--- config.mk ---
export PLATFORM = sky130hd
export DESIGN_NAME = wrr_read_sched_flat
export DESIGN_NICKNAME = d
export VERILOG_FILES = /design/src/rtl/wrr_read_sched_if.sv /design/src/rtl/wrr_read_sched.sv /design/src/flat_wrapper.sv
export SDC_FILE = /design/constraint.sdc
export NUM_CORES = 1
export LEC_CHECK = 0
export BUFFER_PORTS_ARGS = -buffer_cell sky130_fd_sc_hd__buf_4
export CAP_MARGIN = 20
export CORE_ASPECT_RATIO = 0.9
export CORE_UTILIZATION = 40
export DETAILED_ROUTE_END_ITERATION = 8
export PLACE_DENSITY = 0.74
export SETUP_SLACK_MARGIN = 0.1
export SYNTH_ARGS = -nofsm -noshare
export SYNTH_HDL_FRONTEND = slang
export SYNTH_SLANG_ARGS = --single-unit
--- constraint.sdc ---
create_clock -name iClk -period 4.5 [get_ports iClk]
set_input_delay 0.9 -clock iClk [delete_from_list [all_inputs] [get_ports iClk]]
set_output_delay 0.9 -clock iClk [all_outputs]
set_load 0.01 [all_outputs]
--- src/rtl/wrr_read_sched_if.sv ---
//----------------------------------------------------------------------------
// wrr_read_sched_if
// Bundle of the signals between the egress priority queues, the weighted
// round-robin read scheduler and one packet-reader channel.
//
//   Queue side : iQueAddr0..3, iQueBlockNum0..3, iQueDrop0..3, iQueVld0..3
//                (head-of-queue descriptors), oQueRdy0..3 (pop strobes),
//                iWeight0..3 (per-queue weights, 0 disables a queue)
//   Reader side: oPkgFirAddr, oPkgBlockNum, oPkgDrop, oPkgFirAddrVld
//                (issued request), iPkgFirAddrRdy (request accepted),
//                iPkgDone (non-drop packet finished)
//
// Modports: slave = the scheduler, master = whatever drives the scheduler.
//----------------------------------------------------------------------------
interface wrr_read_sched_if #(
   parameter int ADDR_LENTH   = 12,
   parameter int WEIGHT_WIDTH = 4
);
   logic [ADDR_LENTH-1:0]   iQueAddr0, iQueAddr1, iQueAddr2, iQueAddr3;
   logic [3:0]              iQueBlockNum0, iQueBlockNum1, iQueBlockNum2, iQueBlockNum3;
   logic                    iQueDrop0, iQueDrop1, iQueDrop2, iQueDrop3;
   logic                    iQueVld0, iQueVld1, iQueVld2, iQueVld3;
   logic                    oQueRdy0, oQueRdy1, oQueRdy2, oQueRdy3;
   logic [WEIGHT_WIDTH-1:0] iWeight0, iWeight1, iWeight2, iWeight3;
   logic [ADDR_LENTH-1:0]   oPkgFirAddr;
   logic [3:0]              oPkgBlockNum;
   logic                    oPkgDrop;
   logic                    oPkgFirAddrVld;
   logic                    iPkgFirAddrRdy;
   logic                    iPkgDone;

   modport slave (
      input  iQueAddr0, iQueAddr1, iQueAddr2, iQueAddr3,
      input  iQueBlockNum0, iQueBlockNum1, iQueBlockNum2, iQueBlockNum3,
      input  iQueDrop0, iQueDrop1, iQueDrop2, iQueDrop3,
      input  iQueVld0, iQueVld1, iQueVld2, iQueVld3,
      output oQueRdy0, oQueRdy1, oQueRdy2, oQueRdy3,
      input  iWeight0, iWeight1, iWeight2, iWeight3,
      output oPkgFirAddr, oPkgBlockNum, oPkgDrop, oPkgFirAddrVld,
      input  iPkgFirAddrRdy, iPkgDone
   );

   modport master (
      output iQueAddr0, iQueAddr1, iQueAddr2, iQueAddr3,
      output iQueBlockNum0, iQueBlockNum1, iQueBlockNum2, iQueBlockNum3,
      output iQueDrop0, iQueDrop1, iQueDrop2, iQueDrop3,
      output iQueVld0, iQueVld1, iQueVld2, iQueVld3,
      input  oQueRdy0, oQueRdy1, oQueRdy2, oQueRdy3,
      output iWeight0, iWeight1, iWeight2, iWeight3,
      input  oPkgFirAddr, oPkgBlockNum, oPkgDrop, oPkgFirAddrVld,
      output iPkgFirAddrRdy, iPkgDone
   );
endinterface

--- src/rtl/wrr_read_sched.sv ---
//----------------------------------------------------------------------------
// wrr_read_sched
// Weighted round-robin scheduler for one egress read channel. Picks one of
// four priority queues, pops its head descriptor, presents it to the packet
// reader and waits for that packet to finish before picking again.
//
// Ports
//   iClk, iRst   : clock (rising edge), synchronous active-high reset
//   bus          : wrr_read_sched_if.slave (queue heads, pop strobes,
//                  weights, packet request and completion)
//   oDbgState    : current FSM state (0 IDLE, 1 ISSUE, 2 WAIT)
//   oDbgGntIdx   : index of the most recently granted queue
//
// Handshake: a request is transferred in a cycle where oPkgFirAddrVld and
// iPkgFirAddrRdy are both 1. Once raised, oPkgFirAddrVld and the request
// fields stay constant until that transfer; oPkgFirAddrVld falls on the
// following cycle. oQueRdyN is a one-cycle pop with no back-pressure: the
// queue must advance its head after any cycle in which it is seen high.
//----------------------------------------------------------------------------
module wrr_read_sched #(
   parameter int ADDR_LENTH   = 12,
   parameter int WEIGHT_WIDTH = 4
) (
   input  logic             iClk,
   input  logic             iRst,
   wrr_read_sched_if.slave  bus,
   output logic [1:0]       oDbgState,
   output logic [1:0]       oDbgGntIdx
);

   typedef enum logic [1:0] {
      ST_IDLE  = 2'd0,
      ST_ISSUE = 2'd1,
      ST_WAIT  = 2'd2
   } state_e;

   state_e                  state_q;
   logic [WEIGHT_WIDTH-1:0] credit_q [4];
   logic [1:0]              ptr_q;
   logic [1:0]              gnt_idx_q;
   logic [ADDR_LENTH-1:0]   pkg_addr_q;
   logic [3:0]              pkg_bn_q;
   logic                    pkg_drop_q;
   logic                    pkg_vld_q;

   // Queue inputs gathered into arrays so they can be indexed by queue number.
   logic [ADDR_LENTH-1:0]   que_addr [4];
   logic [3:0]              que_bn   [4];
   logic [WEIGHT_WIDTH-1:0] weight   [4];
   logic [3:0]              que_drop;
   logic [3:0]              que_vld;

   always_comb begin
      que_addr[0] = bus.iQueAddr0;
      que_addr[1] = bus.iQueAddr1;
      que_addr[2] = bus.iQueAddr2;
      que_addr[3] = bus.iQueAddr3;
      que_bn[0]   = bus.iQueBlockNum0;
      que_bn[1]   = bus.iQueBlockNum1;
      que_bn[2]   = bus.iQueBlockNum2;
      que_bn[3]   = bus.iQueBlockNum3;
      weight[0]   = bus.iWeight0;
      weight[1]   = bus.iWeight1;
      weight[2]   = bus.iWeight2;
      weight[3]   = bus.iWeight3;
      que_drop    = {bus.iQueDrop3, bus.iQueDrop2, bus.iQueDrop1, bus.iQueDrop0};
      que_vld     = {bus.iQueVld3, bus.iQueVld2, bus.iQueVld1, bus.iQueVld0};
   end

   // Selection: first eligible queue scanning from ptr upwards (mod 4).
   logic [3:0]              elig;
   logic [3:0]              wt_nz;
   logic                    any_elig;
   logic                    found;
   logic [1:0]              scan_idx;
   logic [1:0]              sel_idx_d;
   logic [WEIGHT_WIDTH-1:0] credit_dec_d;
   logic                    reload_req;
   logic                    grant;
   logic [3:0]              que_rdy;

   always_comb begin
      elig      = '0;
      wt_nz     = '0;
      found     = 1'b0;
      scan_idx  = ptr_q;
      sel_idx_d = ptr_q;
      for (int q = 0; q < 4; q++) begin
         elig[q]  = que_vld[q] && (credit_q[q] != '0);
         wt_nz[q] = (weight[q] != '0);
      end
      any_elig = |elig;
      for (int i = 0; i < 4; i++) begin
         scan_idx = ptr_q + 2'(i);
         if (!found && elig[scan_idx]) begin
            sel_idx_d = scan_idx;
            found     = 1'b1;
         end
      end
      credit_dec_d = credit_q[sel_idx_d] - WEIGHT_WIDTH'(1);
      // A new round starts only when nothing is eligible yet some valid queue
      // would receive non-zero credit; otherwise a reload would spin forever.
      reload_req   = !any_elig && ((que_vld & wt_nz) != 4'b0000);
      // The pop strobe is gated by reset so a queue is never popped while the
      // grant it belongs to is being abandoned.
      grant        = (state_q == ST_IDLE) && any_elig && !iRst;
      que_rdy      = grant ? (4'(1) << sel_idx_d) : 4'b0000;
   end

   always_ff @(posedge iClk) begin
      if (iRst) begin
         state_q    <= ST_IDLE;
         for (int q = 0; q < 4; q++) credit_q[q] <= '0;
         ptr_q      <= 2'd0;
         gnt_idx_q  <= 2'd0;
         pkg_addr_q <= '0;
         pkg_bn_q   <= 4'd0;
         pkg_drop_q <= 1'b0;
         pkg_vld_q  <= 1'b0;
      end else begin
         case (state_q)
            ST_IDLE: begin
               if (any_elig) begin
                  credit_q[sel_idx_d] <= credit_dec_d;
                  // Stay on a queue while it has credit so its weight is
                  // served as a burst; move past it once exhausted.
                  ptr_q      <= (credit_dec_d != '0) ? sel_idx_d : sel_idx_d + 2'd1;
                  gnt_idx_q  <= sel_idx_d;
                  pkg_addr_q <= que_addr[sel_idx_d];
                  pkg_bn_q   <= que_bn[sel_idx_d];
                  pkg_drop_q <= que_drop[sel_idx_d];
                  pkg_vld_q  <= 1'b1;
                  state_q    <= ST_ISSUE;
               end else if (reload_req) begin
                  for (int q = 0; q < 4; q++) credit_q[q] <= weight[q];
               end
            end
            ST_ISSUE: begin
               if (bus.iPkgFirAddrRdy) begin
                  pkg_vld_q <= 1'b0;
                  // Drop packets produce no data beats, so no completion comes.
                  state_q   <= pkg_drop_q ? ST_IDLE : ST_WAIT;
               end
            end
            ST_WAIT: begin
               if (bus.iPkgDone) state_q <= ST_IDLE;
            end
            default: state_q <= ST_IDLE;
         endcase
      end
   end

   assign bus.oQueRdy0       = que_rdy[0];
   assign bus.oQueRdy1       = que_rdy[1];
   assign bus.oQueRdy2       = que_rdy[2];
   assign bus.oQueRdy3       = que_rdy[3];
   assign bus.oPkgFirAddr    = pkg_addr_q;
   assign bus.oPkgBlockNum   = pkg_bn_q;
   assign bus.oPkgDrop       = pkg_drop_q;
   assign bus.oPkgFirAddrVld = pkg_vld_q;
   assign oDbgState          = state_q;
   assign oDbgGntIdx         = gnt_idx_q;

endmodule

--- src/flat_wrapper.sv ---
// flat-port wrapper written by rule: the top's interface ports become plain ports
module wrr_read_sched_flat 
#(
   parameter int ADDR_LENTH   = 12,
   parameter int WEIGHT_WIDTH = 4
)
  (iClk, iRst, oDbgState, oDbgGntIdx, bus_iQueAddr0, bus_iQueAddr1, bus_iQueAddr2, bus_iQueAddr3, bus_iQueBlockNum0, bus_iQueBlockNum1, bus_iQueBlockNum2, bus_iQueBlockNum3, bus_iQueDrop0, bus_iQueDrop1, bus_iQueDrop2, bus_iQueDrop3, bus_iQueVld0, bus_iQueVld1, bus_iQueVld2, bus_iQueVld3, bus_oQueRdy0, bus_oQueRdy1, bus_oQueRdy2, bus_oQueRdy3, bus_iWeight0, bus_iWeight1, bus_iWeight2, bus_iWeight3, bus_oPkgFirAddr, bus_oPkgBlockNum, bus_oPkgDrop, bus_oPkgFirAddrVld, bus_iPkgFirAddrRdy, bus_iPkgDone);
  wrr_read_sched_if #(.ADDR_LENTH(ADDR_LENTH), .WEIGHT_WIDTH(WEIGHT_WIDTH)) bus_i ();
  input  logic iClk;
  input  logic iRst;
  output logic [1:0] oDbgState;
  output logic [1:0] oDbgGntIdx;
  input wire logic [$bits(bus_i.iQueAddr0)-1:0] bus_iQueAddr0;
  input wire logic [$bits(bus_i.iQueAddr1)-1:0] bus_iQueAddr1;
  input wire logic [$bits(bus_i.iQueAddr2)-1:0] bus_iQueAddr2;
  input wire logic [$bits(bus_i.iQueAddr3)-1:0] bus_iQueAddr3;
  input wire logic [$bits(bus_i.iQueBlockNum0)-1:0] bus_iQueBlockNum0;
  input wire logic [$bits(bus_i.iQueBlockNum1)-1:0] bus_iQueBlockNum1;
  input wire logic [$bits(bus_i.iQueBlockNum2)-1:0] bus_iQueBlockNum2;
  input wire logic [$bits(bus_i.iQueBlockNum3)-1:0] bus_iQueBlockNum3;
  input wire logic [$bits(bus_i.iQueDrop0)-1:0] bus_iQueDrop0;
  input wire logic [$bits(bus_i.iQueDrop1)-1:0] bus_iQueDrop1;
  input wire logic [$bits(bus_i.iQueDrop2)-1:0] bus_iQueDrop2;
  input wire logic [$bits(bus_i.iQueDrop3)-1:0] bus_iQueDrop3;
  input wire logic [$bits(bus_i.iQueVld0)-1:0] bus_iQueVld0;
  input wire logic [$bits(bus_i.iQueVld1)-1:0] bus_iQueVld1;
  input wire logic [$bits(bus_i.iQueVld2)-1:0] bus_iQueVld2;
  input wire logic [$bits(bus_i.iQueVld3)-1:0] bus_iQueVld3;
  output wire logic [$bits(bus_i.oQueRdy0)-1:0] bus_oQueRdy0;
  output wire logic [$bits(bus_i.oQueRdy1)-1:0] bus_oQueRdy1;
  output wire logic [$bits(bus_i.oQueRdy2)-1:0] bus_oQueRdy2;
  output wire logic [$bits(bus_i.oQueRdy3)-1:0] bus_oQueRdy3;
  input wire logic [$bits(bus_i.iWeight0)-1:0] bus_iWeight0;
  input wire logic [$bits(bus_i.iWeight1)-1:0] bus_iWeight1;
  input wire logic [$bits(bus_i.iWeight2)-1:0] bus_iWeight2;
  input wire logic [$bits(bus_i.iWeight3)-1:0] bus_iWeight3;
  output wire logic [$bits(bus_i.oPkgFirAddr)-1:0] bus_oPkgFirAddr;
  output wire logic [$bits(bus_i.oPkgBlockNum)-1:0] bus_oPkgBlockNum;
  output wire logic [$bits(bus_i.oPkgDrop)-1:0] bus_oPkgDrop;
  output wire logic [$bits(bus_i.oPkgFirAddrVld)-1:0] bus_oPkgFirAddrVld;
  input wire logic [$bits(bus_i.iPkgFirAddrRdy)-1:0] bus_iPkgFirAddrRdy;
  input wire logic [$bits(bus_i.iPkgDone)-1:0] bus_iPkgDone;
  assign bus_i.iQueAddr0 = bus_iQueAddr0;
  assign bus_i.iQueAddr1 = bus_iQueAddr1;
  assign bus_i.iQueAddr2 = bus_iQueAddr2;
  assign bus_i.iQueAddr3 = bus_iQueAddr3;
  assign bus_i.iQueBlockNum0 = bus_iQueBlockNum0;
  assign bus_i.iQueBlockNum1 = bus_iQueBlockNum1;
  assign bus_i.iQueBlockNum2 = bus_iQueBlockNum2;
  assign bus_i.iQueBlockNum3 = bus_iQueBlockNum3;
  assign bus_i.iQueDrop0 = bus_iQueDrop0;
  assign bus_i.iQueDrop1 = bus_iQueDrop1;
  assign bus_i.iQueDrop2 = bus_iQueDrop2;
  assign bus_i.iQueDrop3 = bus_iQueDrop3;
  assign bus_i.iQueVld0 = bus_iQueVld0;
  assign bus_i.iQueVld1 = bus_iQueVld1;
  assign bus_i.iQueVld2 = bus_iQueVld2;
  assign bus_i.iQueVld3 = bus_iQueVld3;
  assign bus_oQueRdy0 = bus_i.oQueRdy0;
  assign bus_oQueRdy1 = bus_i.oQueRdy1;
  assign bus_oQueRdy2 = bus_i.oQueRdy2;
  assign bus_oQueRdy3 = bus_i.oQueRdy3;
  assign bus_i.iWeight0 = bus_iWeight0;
  assign bus_i.iWeight1 = bus_iWeight1;
  assign bus_i.iWeight2 = bus_iWeight2;
  assign bus_i.iWeight3 = bus_iWeight3;
  assign bus_oPkgFirAddr = bus_i.oPkgFirAddr;
  assign bus_oPkgBlockNum = bus_i.oPkgBlockNum;
  assign bus_oPkgDrop = bus_i.oPkgDrop;
  assign bus_oPkgFirAddrVld = bus_i.oPkgFirAddrVld;
  assign bus_i.iPkgFirAddrRdy = bus_iPkgFirAddrRdy;
  assign bus_i.iPkgDone = bus_iPkgDone;
  wrr_read_sched #(.ADDR_LENTH(ADDR_LENTH), .WEIGHT_WIDTH(WEIGHT_WIDTH)) u_core (.iClk(iClk), .iRst(iRst), .bus(bus_i), .oDbgState(oDbgState), .oDbgGntIdx(oDbgGntIdx));
endmodule
==> results by group, run 1 <==
Outcome
  • Outcome: finished, final reports clean

Worst setup path
  • Crit path DAT: 2.93 ns
  • CP Launch Type: flop
  • Worst Setup End Kind: primary output
  • CP Max Fanout: 26
  • CP required: approximately 3.6 ns
  • Worst R2R Path Depth: 9
  • Worst r2r dst: u_core.ptr_q[1]$_SDFFE_PP0P_
  • FF-to-FF setup slack: 0.97 ns
  • Worst Path Class, Setup: reg2out
  • Reg-to-reg critical path startpoint: u_core.credit_q[3][0]$_DFFE_PP_

Global route
  • Largest net degree at the start of global routing: 41
  • Total Routing Usage GR: between 20 and 25%
  • Vias in the first global route: approximately 2500
  • First-pass GRT wire length: about 12000 um
  • Total grt overflow: 0
  • Initial antenna violation count: 0

Clock network
  • Clock Pin Slew Worst Setup and Hold Paths: 0.08 ns
  • CTS root buffer: clkbuf_8
  • CTS resizes: 0
  • Post-CTS Repair Setup Buffers: 0
  • CTS tree: yes
  • Htree depth: 2
  • Total CTS buffers: 5
  • CTS sink count: 40
  • Worst-Skew Late Latency: a little under 0.3 ns
  • CTS Hold Bufs: 0
  • CTS max path bufs: 2

Yosys
  • Ys Warns: 0
  • Sequential share of the synthesized area: 37.08%
  • Asr flop ratio synth: 0%
  • Synth area leader: dfxtp_1
  • Post-synth EDFFs: 16
  • Synth Cell Area: around 2600 um2
  • Synth area leaders: dfxtp_1 19%, edfxtp_1 19%, mux2i_1 15%
  • Synth Area per Inst: 8.580 um2
  • FF+latch count, synth: 40
  • Synthesized Nets: 400
  • Yosys top cell area share: between 10% and 20%
  • Predominant post-synthesis flop cell: dfxtp_1
  • Yosys cell types: 42
  • Post-Synthesis Cells: around 300

Power and ir drop
  • Clk pwr share: about an eighth
  • Internal power: 1.170 mW
  • Maximum VDD drop: around 0.24 mV
  • Psw: roughly 930 uW
  • Register share of total power: around 28%
  • Total power draw: approximately 2.1 mW
  • Switching Fraction: 44.21%
  • P per Cell Area: around 570 nW/um2
  • Leakage: roughly 1.7 nW
  • Combinational share of power: 59.1%

Detailed routing
  • DR pass1 iterations: 4
  • Routed via count: 2661
  • Number of DRC markers in iteration 0: 110
  • Post-route ant nets: 0
  • Routed WL per cell: roughly 15 um
  • DRC Markers: 0
  • Final wirelength: around 7700 um
  • Vias per inst: approximately 5.3

Placed design
  • Cell total after placement: 495
  • Hpwl dp: roughly 6000 um
  • Placer Congestion: slightly below 0.9
  • Area after DPL: roughly 3600 um2
  • PortBufs: 117

Final layout
  • Ant diodes: 0
  • Commonest non-fill, non-tap cells in the layout: 122 x buf_4, 78 x nand2_1, 40 x mux2i_1
  • Fillcell total: between 500 and 600
  • Area growth syn-to-layout: 41.67%
  • Most common cell after layout, fill and taps aside: buf_4
  • Final Net Count: ~510
  • Post-Layout Inst Area: about 3700 um2
  • Layout cells sized above 1: 34.53%
  • Non-filler cells, final: between 500 and 600

Timing
  • Fmax: between 0.2 and 0.3 GHz
  • Hold Slack: about 0.46 ns
  • Setup violations, final: 0
  • Fin. Hold Viols: 0
  • Layout Skew: approximately 0.0044 ns
  • Worst-Margin Slew: ~0.94 ns
  • Total negative slack: 0 ns
  • Fin crit share: ~85%
  • Slew Limit Fails: 0
  • Worst slew margin: a little under two fifths
  • Fin crit period: approximately 3.8 ns
  • RSZ-0062 raised after global routing: no

Hold path
  • Hold Path Cell Cnt: 2
  • Worst Hold Path EP: u_core.bus.oPkgFirAddr[8]$_SDFFE_PP0P_
  • Critical hold path startpoint: u_core.bus.oPkgFirAddr[8]$_SDFFE_PP0P_
  • Hold crit path type: reg2reg

Floorplanning
  • Total die area: 6804 um2
  • Die height: about 78 um
  • Cell Rows: 27
  • Die width: just under 90 um
  • Num ports: 118
  • Initial Utilization: a little over two fifths
  • Core area: 6182 um2

Job
  • Max Cap Viol: 0
metal layers:
metal / track usage (%) / part of all wire (%) / up-vias / wire length, um
met5: 0 / 0 / - / 0
met4: 8.833 / 2.2 / 0 / 170
met3: 5.258 / 6.5 / 18 / 495
met2: 37.09 / 49 / 104 / 3756
met1: 29.25 / 42 / 1234 / 3248
li1: - / - / 1305 / -
layout make-up:
| type | count | area (um2) | area share [%] |
|---|---|---|---|
| tap | 87 | 108.9 | 2.965 |
| sequential | 40 | 960.9 | 26.18 |
| clock buffer | 7 | 97.59 | 2.658 |
| timing repair buffer | 123 | 927.1 | 25.26 |
| inverter | 8 | 35.03 | 0.9543 |
| clock inverter | 1 | 5.005 | 0.1363 |
| multi-input combinational | 238 | 1536 | 41.85 |
registers in the layout, indices dropped and copies added, names as in the netlist:
| register | count |
|---|---|
| u_core.bus.oPkgFirAddr | 12 |
| u_core.credit_q | 16 |
| u_core.bus.oPkgDrop | 1 |
| u_core.oDbgState | 2 |
| u_core.bus.oPkgFirAddrVld | 1 |
| u_core.ptr_q | 2 |
| u_core.bus.oPkgBlockNum | 4 |
| u_core.oDbgGntIdx | 2 |
worst max path at each step:
stage	startpoint	cells past startpoint	slack, ns	endpoint
final	u_core.credit_q[3][0]$_DFFE_PP_	10	0.67	bus_oQueRdy3
after global routing	u_core.credit_q[3][1]$_DFFE_PP_	10	0.53	bus_oQueRdy3
after CTS	u_core.credit_q[3][0]$_DFFE_PP_	10	0.71	bus_oQueRdy3
after detailed placement	bus_iQueVld3	9	0.77	bus_oQueRdy0
after global placement	bus_iQueVld3	9	0.84	bus_oQueRdy0
after floorplan	bus_iQueVld0	8	1.10	bus_oQueRdy3
power groups by stage:
stage               logic (mW)  registers (mW)  clock network [mW]
CTS                       1.23           0.589               0.273
detailed placement        1.23           0.596                   0
floorplan                0.806           0.603                   0
global placement          1.21           0.592                   0
global route              1.36           0.605               0.291
finish                    1.24           0.590               0.269
cell families after synthesis:
| kind of cell | Yosys count | synth area share (%) |
|---|---|---|
| and+or+nand+nor | 125 | 20.38 |
| AOI/OAI and AO/OA | 61 | 17.58 |
| muxes | 44 | 17.29 |
| DFF | 40 | 37.08 |
| buffers and inverters | 24 | 3.814 |
| adders and majority gates | 6 | 2.897 |
| xor gates and xnor gates | 2 | 0.9659 |
cell usage after synthesis, drive strengths merged, types with 2 or more instances:
cell type and number:
ha 6, nor3 2, dfxtp 24, nand2 78
mux2 3, edfxtp 16, buf 4, nand3 20
o41a 3, o21ai 17, clkbuf 12, a21oi 20
nand2b 3, xor2 2, nor2 18, nand4 2
mux2i 41, o41ai 7, a31o 2, inv 7
a31oi 2
metrics by stage:
stage	utilization, %	setup WS [ns]
2_1_floorplan	-	1.101
3_3_place_gp	57.54	0.8377
3_5_place_dp	57.54	0.7707
4_1_cts	59.20	0.7078
5_1_grt	59.38	0.5275
6_report	59.38	0.6718
critical path, stage by stage (launching register included):
cell	delay, ns
edfxtp_1	0.43
o41ai_2	0.52
o21ai_0	0.20
a32oi_2	0.26
buf_4	0.33
clkinv_1	0.14
buf_4	0.22
ha_1	0.19
nand2_1	0.15
inv_1	0.06
buf_4	0.14
Power figures use the tool's default switching activity.
==> inputs of run 2 (changes only) <==
--- a/config.mk
+++ b/config.mk
@@ -7,7 +7,7 @@
 export LEC_CHECK = 0
 export BUFFER_PORTS_ARGS = -buffer_cell sky130_fd_sc_hd__buf_4
 export CAP_MARGIN = 20
-export CORE_ASPECT_RATIO = 0.9
+export CORE_ASPECT_RATIO = 0.75
 export CORE_UTILIZATION = 40
 export DETAILED_ROUTE_END_ITERATION = 8
 export PLACE_DENSITY = 0.74
==> run 2 against run 1 <==
Net effect: core utilization grew 1.6 points; non-clock buffer count is the same; critical path type unchanged; register-to-register slack lost 0.13 ns; critical endpoint is now bus_oQueRdy0.
==> results by group, run 2 (synthesized netlist as in run 1, its figures left out) <==
Timing
  • Slew Limit Fails: 0
  • RSZ-0062 raised after global routing: no
  • Layout Skew: between 0.005 and 0.006 ns
  • Total negative slack: 0 ns
  • Fin crit share: about 87%
  • Fin crit period: 3.900 ns
  • Fmax: between 0.2 and 0.3 GHz
  • Fin. Hold Viols: 0
  • Worst slew margin: between 30% and 40%
  • Setup violations, final: 0
  • Worst-Margin Slew: around 0.97 ns

Final layout
  • Fillcell total: around 550
  • Final core utilization: roughly 61%
  • Largest register FFs: 16
  • Post-Layout Inst Area: roughly 3700 um2
  • Ant diodes: 0
  • Area of the multi-input gates: 1536 um2
  • Register area: 960.9 um2
  • Commonest non-fill, non-tap cells in the layout: 122 x buf_4, 78 x nand2_1, 40 x mux2i_1
  • Top reg by flops: u_core.credit_q
  • Area growth syn-to-layout: 41.96%
  • Layout cells sized above 1: a little over a third
  • Most common cell after layout, fill and taps aside: buf_4
  • Final Net Count: 514

Floorplanning
  • Num ports: approximately 120
  • Total die area: approximately 7000 um2
  • Cell Rows: 24
  • Die height: between 70 and 80 um
  • Core area: 6036 um2
  • Initial Utilization: 42.93%
  • Die width: ~95 um

Worst setup path
  • Worst Path Class, Setup: reg2out
  • Reg-to-reg critical path startpoint: u_core.credit_q[1][0]$_DFFE_PP_
  • Cell mode on critical path: buf_4
  • Worst r2r dst: u_core.ptr_q[1]$_SDFFE_PP0P_
  • Worst R2R Path Depth: 11
  • Crit path from: u_core.credit_q[1][0]$_DFFE_PP_
  • CP peak stage delay: about 0.52 ns
  • CP Launch Type: flop
  • FF-to-FF setup slack: 0.84 ns
  • Worst Setup End Kind: primary output
  • CP required: 3.60 ns
  • Critical-path cell list: o41a_1 > o22a_1 > o211ai_4 > buf_4 > ha_1 > nand2_1 > inv_1 > buf_4
  • Crit path DAT: 3.00 ns
  • CP Max Fanout: 29
  • Worst path slowest cell: buf_4

Clock network
  • CTS root buffer: clkbuf_8
  • CTS tree: yes
  • Post-CTS Repair Setup Buffers: 0
  • CTS resizes: 0
  • Worst-Skew Late Latency: slightly below 0.3 ns
  • Total CTS buffers: 5
  • CTS sink count: 40
  • Htree depth: 2
  • CTS max path bufs: 2
  • Clock Pin Slew Worst Setup and Hold Paths: around 0.08 ns
  • CTS Hold Bufs: 0

Detailed routing
  • DR pass1 iterations: 4
  • Number of DRC markers in iteration 0: around 110
  • DRC Markers: 0
  • Routed via count: 2599
  • Final wirelength: around 7300 um
  • Routed WL per cell: about 15 um
  • Post-route ant nets: 0
  • Vias per inst: 5.251

Power and ir drop
  • Psw: roughly 900 uW
  • Clk pwr share: approximately 14%
  • Switching Fraction: a little over two fifths
  • P per Cell Area: 575.4 nW/um2
  • Leakage: around 1.8 nW
  • Internal power: about 1.2 mW
  • Register share of total power: 28.0%
  • Combinational share of power: 58.0%
  • Maximum VDD drop: approximately 0.27 mV

Placed design
  • Area after DPL: roughly 3600 um2
  • Placer Congestion: between 0.8 and 0.9
  • PortBufs: between 100 and 150
  • Hpwl dp: between 5000 and 6000 um

Hold path
  • Worst Hold Path EP: u_core.bus.oPkgFirAddr[4]$_SDFFE_PP0P_
  • Hold Path Cell Cnt: 2
  • Hold crit path type: reg2reg
  • Critical hold path startpoint: u_core.bus.oPkgFirAddr[4]$_SDFFE_PP0P_

Global route
  • Total Routing Usage GR: 22.28%
  • Vias in the first global route: 2432
  • Largest net degree at the start of global routing: 30
  • First-pass GRT wire length: between 10000 and 15000 um
  • Initial antenna violation count: 0
  • Total grt overflow: 0

Outcome
  • Outcome: finished, final reports clean

Job
  • Max Cap Viol: 0
[run 2: per-stage QoR]
step                      std cells  power, mW  setup WS [ns]  hold WS (ns)
after CTS                       495      2.126         0.5909        0.4588
after detailed placement        487      1.829         0.5398        0.4478
after floorplan                 302      1.409          1.101        0.4805
after global placement          486      1.790         0.6599        0.4429
after global routing            495      2.279         0.3907        0.4864
final                           495      2.116         0.6005        0.4565
[run 2: cell type report]
type | count | area share, %
repair buffers | 123 | 25.20
well taps | 78 | 2.653
multi-input cells | 238 | 41.77
inverters | 8 | 0.9524
clock buffers | 8 | 3.299
flip-flops and latches | 40 | 26.12
[run 2: power groups by stage]
stage / combinational (mW) / sequential [mW] / clock [mW]
floorplan: 0.806 / 0.603 / 0
global placement: 1.19 / 0.595 / 0
detailed placement: 1.23 / 0.599 / 0
CTS: 1.23 / 0.591 / 0.302
global route: 1.36 / 0.605 / 0.318
finish: 1.23 / 0.592 / 0.298
[run 2: worst max-delay path: cells and delay by family, from the launching register on]
| kind | cells | cell delay [ns] |
|---|---|---|
| adder cells (fa/ha/maj) | 1 | 0.23 |
| buffers and inverters | 3 | 0.71 |
| AND/OR/NAND/NOR | 1 | 0.11 |
| flip-flops | 1 | 0.42 |
| AO/OA/AOI/OAI | 3 | 1.22 |
[run 2: worst max-delay path by stage]
stage / to / slack [ns]
after global routing: bus_oQueRdy2 / 0.39
after floorplan: bus_oQueRdy3 / 1.10
after global placement: u_core.ptr_q[1]$_SDFFE_PP0P_ / 0.66
final: bus_oQueRdy0 / 0.60
after CTS: bus_oQueRdy0 / 0.59
after detailed placement: u_core.ptr_q[1]$_SDFFE_PP0P_ / 0.54
[run 2: layer usage]
layer / part of all wire, % / GRT usage (%) / up-vias / routed length (um)
li1: - / - / 1309 / -
met1: 46 / 31.09 / 1175 / 3371
met2: 45 / 35.09 / 108 / 3242
met3: 8.5 / 5.732 / 7 / 616
met4: 0.63 / 4.040 / 0 / 46
met5: 0 / 0 / - / 0
